==> src/rtl/game_countdown_timer.sv <==
// Two-digit BCD countdown timer for a game clock, driven by an upstream 1 ms tick.
// state   | meaning
// IDLE    | after reset, digits 00, waiting for start
// RUN     | counting ms_tick, decrementing one second every MS_PER_SEC ticks
// PAUSED  | digits and ms_cnt frozen until pause drops
// EXPIRED | reached 00, holds until the next start
module game_countdown_timer #(
  parameter int MS_PER_SEC = 1000
) (
  input  logic       clk,
  input  logic       rst,
  input  logic       ms_tick,
  input  logic       start,
  input  logic       pause,
  input  logic [3:0] load_tens,
  input  logic [3:0] load_ones,
  output logic       tick_enable,
  output logic [3:0] sec_tens,
  output logic [3:0] sec_ones,
  output logic       running,
  output logic       time_up
);

  localparam logic [1:0] IDLE    = 2'd0;
  localparam logic [1:0] RUN     = 2'd1;
  localparam logic [1:0] PAUSED  = 2'd2;
  localparam logic [1:0] EXPIRED = 2'd3;

  localparam logic [9:0] MS_LAST = 10'(MS_PER_SEC - 1);

  logic [1:0] state;
  logic [9:0] ms_cnt;

  logic [3:0] ld_tens, ld_ones;
  logic       ld_zero;
  logic [3:0] dec_tens, dec_ones;
  logic       dec_zero;

  always_comb begin
    ld_tens = (load_tens > 4'd9) ? 4'd9 : load_tens;
    ld_ones = (load_ones > 4'd9) ? 4'd9 : load_ones;
    ld_zero = (ld_tens == 4'd0) && (ld_ones == 4'd0);
  end

  // BCD borrow: ones wraps 0 -> 9 and takes one from tens
  always_comb begin
    dec_tens = sec_tens;
    dec_ones = sec_ones - 4'd1;
    if (sec_ones == 4'd0) begin
      dec_ones = 4'd9;
      dec_tens = sec_tens - 4'd1;
    end
    dec_zero = (dec_tens == 4'd0) && (dec_ones == 4'd0);
  end

  always_ff @(posedge clk) begin
    if (!rst) begin
      state    <= IDLE;
      ms_cnt   <= '0;
      sec_tens <= '0;
      sec_ones <= '0;
      time_up  <= 1'b0;
    end else begin
      time_up <= 1'b0;
      if (start) begin
        sec_tens <= ld_tens;
        sec_ones <= ld_ones;
        ms_cnt   <= '0;
        if (ld_zero) begin
          state <= EXPIRED;
          // back-to-back zero loads must not stretch time_up past one cycle
          time_up <= ~time_up;
        end else begin
          state <= RUN;
        end
      end else begin
        case (state)
          RUN: begin
            if (pause) begin
              state <= PAUSED;
            end else if (ms_tick) begin
              if (ms_cnt == MS_LAST) begin
                ms_cnt   <= '0;
                sec_tens <= dec_tens;
                sec_ones <= dec_ones;
                if (dec_zero) begin
                  state   <= EXPIRED;
                  time_up <= 1'b1;
                end
              end else begin
                ms_cnt <= ms_cnt + 10'd1;
              end
            end
          end
          PAUSED: begin
            if (!pause) state <= RUN;
          end
          default: ;
        endcase
      end
    end
  end

  assign tick_enable = (state == RUN);
  assign running     = (state == RUN);

endmodule

==> config.mk <==
export PLATFORM = sky130hd
export DESIGN_NAME = game_countdown_timer
export DESIGN_NICKNAME = d
export VERILOG_FILES = /design/src/rtl/game_countdown_timer.sv
export SDC_FILE = /design/constraint.sdc
export NUM_CORES = 1
export LEC_CHECK = 0
export ABC_AREA = 1
export CORE_MARGIN = 2
export CORE_UTILIZATION = 50
export DETAILED_ROUTE_END_ITERATION = 10
export PLACE_DENSITY_LB_ADDON = 0.1
export SYNTH_ARGS = -nofsm -noshare
export SYNTH_HDL_FRONTEND = slang
export SYNTH_SLANG_ARGS = --single-unit
==> constraint.sdc <==
create_clock -name clk -period 1.83 [get_ports clk]
set_input_delay 0.4575 -clock clk [delete_from_list [all_inputs] [get_ports clk]]
set_output_delay 0.4575 -clock clk [all_outputs]
set_load 0.005 [all_outputs]
Word level (Yosys, flattened, before mapping)

Index checks and enable logic that the tools add are counted.

Bits in registers: 21
Bits of input ports: 13
Output and inout port bits: 11
Word-level logic and storage cells: 66

Add/sub/neg operators: 3
$lt $le $gt $ge: 2
Eq/ne operators: 8
Muxes and demuxes: 30
Bitwise gates (word level): 3
Reductions and logical operators: 15

Operators by type and width:

| kind                    | count |
|---|---|
| $mux W4                 | 14 |
| $logic_not A4 Y1        | 5 |
| $mux W2                 | 7 |
| $add A10 B1 Y10 const B | 1 |
| $eq A10 B10 Y1 const B  | 1 |
| $mux W10                | 1 |
| $gt A4 B4 Y1 const B    | 2 |
| $ne A4 B3 Y1 const B    | 2 |
| $sub A4 B1 Y4 const B   | 2 |
| $mux W1                 | 7 |
| $reduce_bool A2 Y1      | 3 |
| $reduce_and A5 Y1       | 1 |
| $ne A4 B4 Y1 const B    | 1 |
| $pmux W2 S2             | 1 |
| $reduce_and A4 Y1       | 1 |
| $ne A3 B3 Y1 const B    | 1 |
| $not A1 Y1              | 3 |
| $reduce_and A3 Y1       | 1 |
| $reduce_bool A3 Y1      | 1 |
| $eq A2 B1 Y1 const B    | 1 |
| $eq A2 B2 Y1 const B    | 1 |
| $logic_and A1 B1 Y1     | 2 |
| $ne A2 B2 Y1 const B    | 1 |
| $reduce_or A2 Y1        | 1 |

Logic depth before layout (Yosys ltp)

Gate-level depths: netlist of the first run.

Depth in word-level cells: 10
Mapped depth: 11
Mapped depth without buffers: 10

Worst setup path before layout of the first run

OpenSTA, ideal clock, no wires.

Path type: reg2reg
From: register ms_cnt[0]
To: register ms_cnt[5]
Library setup time: 0.115 ns
Arrival: 1.314 ns
Data required time: 1.715 ns
Path slack: 0.401 ns
Stages on the path, launching flop included: 11
Buffers on the path: 1
Period minus slack after synthesis: 1.429 ns
Cells stage by stage: dfxtp_1 ha_1 nand2_1 nor2_1 nand3_2 nand2_4 inv_4 nand2_4 buf_6 nor2_1 o21a_1

Cells in the longest elaborated chain, start to end: 2
Elaborated cells on any way between the ends: 3
Those cells by class: 1 x add/sub; 1 x eq/ne; 1 x mux

RTL lines:

| item                                                     | RTL line | text |
|---|---|---|
| start: declaration                                       | 32       | `logic [9:0] ms_cnt;` |
| start signal: assignment                                 | 91       | `ms_cnt <= ms_cnt + 10'd1;` |
| $add A10 B1 Y10 / $eq A10 B10 Y1 (equally long branches) | 91, 82   |  |
| $mux W10 (*)                                             | 82       | `if (ms_cnt == MS_LAST) begin` |

Every way passes the cells marked *; elsewhere a longest branch is shown, timed or not.
A chain may end at the register's enable or synchronous reset.

Final worst setup path of the first run

From: register sec_ones[0]
To: output sec_ones[0]

RTL lines:

| item                     | RTL line | text |
|---|---|---|
| start: declaration       | 19       | `output logic [3:0] sec_ones,` |
| start signal: assignment | 67       | `sec_ones <= ld_ones;` |
| start signal: assignment | 85       | `sec_ones <= dec_ones;` |

No word-level cell between the ends.

==> flow_summary_export.csv, run 1 <==
group,metric,value,unit
synth,syn_inst,196,
power_and_ir_drop,irDropWorstVdd,0.4184,mV
cts,cts_buffer_depth,2,
power_and_ir_drop,p_sw_frac,0.3141,
finish,diodes,0,
die,core-area,0.002477,mm²
finish,regArea,421.7,µm²
finish,multiInputGateArea,770.7,µm²
global_routing,grt_pass1_vias,1263,
synth,ys_types,34,
die,start_util,0.5318,
setup_path,r2r_slack,220,ps
global_routing,grt_first_pass_wirelength,5237,µm
synth,synth.yosys.seq_area_share,0.3191,
setup_path,crit_chain,"clkdlybuf4s50_1",
synth,syn_area,0.001318,mm²
cts,cts_max_level,1,
sta,fin_crit_sh,0.9689,
setup_path,start_kind,"flop",
setup_path,required,1370,ps
synth,ys_async_sr_fraction,0,
finish,layout-drive-gt1-share,0.1391,
synth,syn-num-nets,211,
sta,worst_pin_slew,250.1,ps
hold_path,hp-start,"ms_cnt[0]",
sta,period_needed,1773,ps
drt,firstDrtPassIters,4,
setup_path,crit_path_end_kind,"output port",
setup_path,cp.arrival,1320,ps
die,num_io_pins,24,
drt,detail-route-antenna-nets,0,
global_routing,grt_remaining_overflow,0,
power_and_ir_drop,internal_power,712.1,µW
cts,cts_buffers,3,
finish,fillers,225,
synth,dominantRegCellSynth,"dfxtp_1",
setup_path,slowest_delay,540,ps
setup_path,critPathMaxFanout,6,
die,dieArea,0.003061,mm²
cts,path_clk_slew,120,ps
cts,root_buffer,"clkbuf_4",
synth,synth_top_area_share,0.3191,
cts,cts_sinks,21,
placed_design,placed_cell_area,0.001615,mm²
drt,vias,1387,
drt,wl_per_cell,11.66,µm
cts,insertion_delay,300,ps
setup_path,path_class,"reg2out",
placed_design,dp_hpwl,2423,µm
finish,fin_nets,246,
sta,fin_skew,2.410,ps
setup_path,cp_num_buf_inv,1,
setup_path,r2r_start,"sec_tens[0]",
sta,setup_violations,0,
drt,wirelength,3032,µm
sta,tns,0,ps
hold_path,hold_class,"reg2reg",
status,status,"completed",
global_routing,grt_max_degree,13,
global_routing,grt_use_total,0.2060,
die,die_w,55.33,µm
sta,finalHoldViolCount,0,
power_and_ir_drop,power,1.038,mW
sta,hold_slack,507.2,ps
power_and_ir_drop,p_switching,326.2,µW
power_and_ir_drop,power_frac_comb,0.301,
die,die_h,55.33,µm
sta,slew_viol_final,0,
cts,ctsHoldBuffers,0,
power_and_ir_drop,power_density,622.1,mW/mm²
placed_design,place_inst,253,
synth,yosys.area.top_type,"dfxtp_1",
die,rows,18,
synth,ys_ff_latch,21,
finish,layout.cells.non_filler,260,
power_and_ir_drop,pwr-share-seq,0.485,
finish,design_area,0.001669,mm²
setup_path,slowest_stage,"clkdlybuf4s50_1",
synth,synth_common_cells,"nand2_1 (36), nor2_1 (27), inv_1 (23)",
global_routing,grt_antenna_before_repair,0,
setup_path,crit_family,"buffers and inverters",
power_and_ir_drop,clkPwrFrac,0.215,
setup_path,worstSetupStartpoint,"sec_ones[0]",
drt,route.detailed.drc,0,
placed_design,port_buffers,23,
cts,cts_tree,"built",
flow_run,cap_violations,0,
placed_design,gp_congestion,0.8294,
drt,drt_first_iter_violations,37,
synth,yosys-top-cells-area,"dfxtp_1 (32%), nand2_1 (10%), nor2_1 (7.7%), nand3_1 (6.8%), inv_1 (6.6%)",
sta,clock.fmax,0.5640,GHz
sta,slew_headroom,0.8317,
synth,synth_edf_count,0,
synth,syn_avg_cell_area,6.722,µm²
power_and_ir_drop,power_leakage,0.7330,nW
drt,vias_per_cell,5.335,
synth,yosys.cell_count.top_type,"nand2_1",
finish,synthToLayoutAreaGrowth,26.69,%
synth,yosys_warnings,0,
[final timing paths]
kind / to / cells after the start
worst max-delay path: sec_ones[0] / 1
worst max register to register: state[0] / 9
worst min-delay path: ms_cnt[0] / 2
worst min register to register: ms_cnt[0] / 2
[cell families (layout without fill, tap and decap cells)]
family / count (synthesis) / in the layout / share of synthesized area
adder cells (fa/ha/maj): 2 / 2 / 0.01899
flip-flops: 21 / 21 / 0.3191
buffers and inverters: 30 / 64 / 0.09592
AND/OR/NAND/NOR: 106 / 106 / 0.3951
XOR/XNOR: 4 / 4 / 0.02660
AO/OA/AOI/OAI: 33 / 33 / 0.1443
[layout make-up]
type	instances	share of cell area
inverter	27	0.06222
clock inverter	1	0.002999
multi-input combinational	145	0.4618
timing repair buffer	33	0.1844
tap	30	0.02249
clock buffer	3	0.01349
sequential	21	0.2526
[power by group through the flow]
stage / Clock (mW) / Combinational [mW] / Sequential, mW
after global routing: 0.247 / 0.349 / 0.508
after CTS: 0.229 / 0.308 / 0.503
after floorplan: 0 / 0.182 / 0.511
after detailed placement: 0 / 0.295 / 0.513
final: 0.223 / 0.312 / 0.503
after global placement: 0 / 0.291 / 0.512
[flip-flops by register name, summed over array words and instances, names as in the netlist]
register and flops:
state 2, ms_cnt 10, sec_tens 4, time_up 1, sec_ones 4
[per-stage QoR]
step | worst slack (ps) | utilization
after floorplan | 401.1 | -
after global placement | -7.653 | 0.6520
after detailed placement | -88.04 | 0.6520
after CTS | 24.30 | 0.6692
after global routing | -14.41 | 0.6737
final | 56.85 | 0.6737
[cell usage in the layout, fill, tap and decap left out, types with 10 or more instances in the layout]
| master | Yosys | layout |
|---|---|---|
| a21oi_1 | 11 | 11 |
| buf_4 | 1 | 10 |
| clkdlybuf4s50_1 | 0 | 22 |
| dfxtp_1 | 21 | 20 |
| inv_1 | 23 | 23 |
| nand2_1 | 36 | 36 |
| nand3_1 | 18 | 18 |
| nor2_1 | 27 | 27 |
| o21ai_0 | 11 | 11 |
[repair_timing]
item	in CTS	in global routing
resized for setup	0	2
endpoints found under the setup margin	2	2
setup buffers	2	1
pin swaps	1	1
[metal layers]
metal	GRT usage	part of all wire	vias up
li1	-	-	714
met5	0	0	-
met1	0.2547	0.46	640
met3	0.02342	0.035	4
met2	0.3759	0.50	29
met4	0.05226	0.0096	0
(Power assumes the default switching activity.)
==> run 2, diff against run 1 <==
- CTS_CLUSTER_DIAMETER: default -> 40
- MAX_ROUTING_LAYER: default -> met4
==> run 2 against run 1 <==
Effect of this change: cell area did not move; sequential power barely moved; combinational power barely moved; critical path depth did not move; clock power barely moved; largest cell class unchanged; final cell count did not move; global-route usage rose by 0.58 points; sequential share of layout area did not move; non-clock buffer count did not move.
==> flow_summary_export.csv, run 2 (synthesis results as in run 1) <==
group,metric,value,unit
placed_design,gp_congestion,0.8421,
cts,cts_tree,"built",
drt,drt_first_iter_violations,33,
sta,period_needed,1774,ps
global_routing,grt_pass1_vias,1267,
finish,multiInputGateArea,770.7,µm²
setup_path,critPathMaxFanout,6,
drt,firstDrtPassIters,4,
power_and_ir_drop,irDropWorstVdd,0.4184,mV
finish,fillers,225,
finish,layout_commonest_cell,"nand2_1",
placed_design,port_buffers,23,
setup_path,slowest_stage,"clkdlybuf4s50_1",
die,core-area,0.002477,mm²
die,dieArea,0.003061,mm²
setup_path,path_class,"reg2out",
sta,setup_violations,0,
global_routing,grt_first_pass_wirelength,5237,µm
cts,path_clk_slew,120,ps
sta,slew_viol_final,0,
drt,detail-route-antenna-nets,0,
setup_path,crit_path_end_kind,"output port",
power_and_ir_drop,power_leakage,0.7330,nW
die,start_util,0.5318,
drt,wl_per_cell,11.67,µm
placed_design,placed_cell_area,0.001615,mm²
setup_path,required,1370,ps
die,die_h,55.33,µm
cts,cts_buffer_depth,2,
global_routing,grt_use_total,0.2117,
cts,cts_buffers,3,
power_and_ir_drop,power_density,622.1,mW/mm²
sta,slew_headroom,0.8253,
drt,route.detailed.drc,0,
drt,vias,1381,
die,die_w,55.33,µm
setup_path,start_kind,"flop",
hold_path,hold_class,"reg2reg",
die,num_io_pins,24,
cts,root_buffer,"clkbuf_4",
sta,fin_ws,56.32,ps
sta,fin_skew,2.824,ps
finish,diodes,0,
global_routing,grt_antenna_before_repair,0,
global_routing,grt_max_degree,13,
finish,fin_nets,246,
cts,insertion_delay,300,ps
finish,top_register,"ms_cnt",
setup_path,slowest_delay,540,ps
sta,clock.fmax,0.5638,GHz
cts,cts_max_level,1,
placed_design,place_inst,253,
sta,fin_crit_sh,0.9692,
flow_run,cap_violations,0,
finish,fin_util,0.6737,
placed_design,dp_hpwl,2423,µm
finish,largest_reg_flops,10,
finish,synthToLayoutAreaGrowth,26.69,%
status,status,"completed",
finish,design_area,0.001669,mm²
global_routing,grt_remaining_overflow,0,
setup_path,crit_chain,"clkdlybuf4s50_1",
drt,vias_per_cell,5.312,
setup_path,cp_num_buf_inv,1,
finish,reg.largest.list,"ms_cnt x10, sec_ones x4, sec_tens x4",
die,rows,18,
finish,layout-drive-gt1-share,0.1391,
setup_path,crit_family,"buffers and inverters",
cts,cts_sinks,21,
drt,wirelength,3035,µm
setup_path,cp.arrival,1320,ps
finish,regArea,421.7,µm²
finish,layout_common_cells,"nand2_1 (36), nor2_1 (27), inv_1 (23)",
sta,worst_pin_slew,261.1,ps
finish,layout.cells.non_filler,260,
sta,finalHoldViolCount,0,
cts,ctsHoldBuffers,0,
placed_design,pre_cts_ws,-88.04,ps
[run 2: cell counts in the layout (fill, tap and decap cells not counted)]
Identical to the previous run, type by type.
[run 2: worst paths after layout]
| check | from | end | slack [ps] | depth (start not counted) |
|---|---|---|---|---|
| worst max register to register | ms_cnt[0] | state[0] | 210 | 8 |
| worst max-delay path | sec_ones[0] | sec_ones[0] | 60 | 1 |
| worst min-delay path | ms_cnt[0] | ms_cnt[0] | 510 | 2 |
| worst min register to register | ms_cnt[0] | ms_cnt[0] | 510 | 2 |
[run 2: layer usage]
| layer | GRT usage | vias up | wire length (µm) | part of all wire |
|---|---|---|---|---|
| li1 | - | 715 | - | - |
| met1 | 0.2547 | 636 | 1409 | 0.46 |
| met2 | 0.3759 | 26 | 1499 | 0.49 |
| met3 | 0.02342 | 4 | 99 | 0.033 |
| met4 | 0.05226 | 0 | 27 | 0.0089 |
| met5 | - | - | 0 | 0 |
[run 2: area by class of cell]
cell class,count,share of cell area
inverter,27,0.06222
clock inverter,1,0.002999
sequential,21,0.2526
multi-input combinational,145,0.4618
tap,30,0.02249
timing repair buffer,33,0.1844
clock buffer,3,0.01349
[run 2: through the flow]
stage / power, mW / setup TNS (ps) / hold slack, ps
2_1_floorplan: 0.6925 / 0 / 463.2
3_3_place_gp: 0.8027 / -20.39 / 483.7
3_5_place_dp: 0.8083 / -245.7 / 494.0
4_1_cts: 1.040 / 0 / 511.0
5_1_grt: 1.104 / -14.41 / 547.0
6_report: 1.038 / 0 / 507.7
[run 2: power by group]
| group | total (mW) | internal (mW) | leakage, nW | switching (mW) |
|---|---|---|---|---|
| combinational | 0.312 | 0.150 | 0.544 | 0.162 |
| sequential | 0.503 | 0.481 | 0.172 | 0.0227 |
| clock | 0.223 | 0.0815 | 0.0177 | 0.141 |
| total | 1.04 | 0.712 | 0.733 | 0.326 |
[run 2: repair_timing]
item | 4_1_cts | 5_1_grt
setup buffers | 2 | 1
pin swaps | 1 | 1
endpoints found under the setup margin | 2 | 2
gates resized for setup | 0 | 2
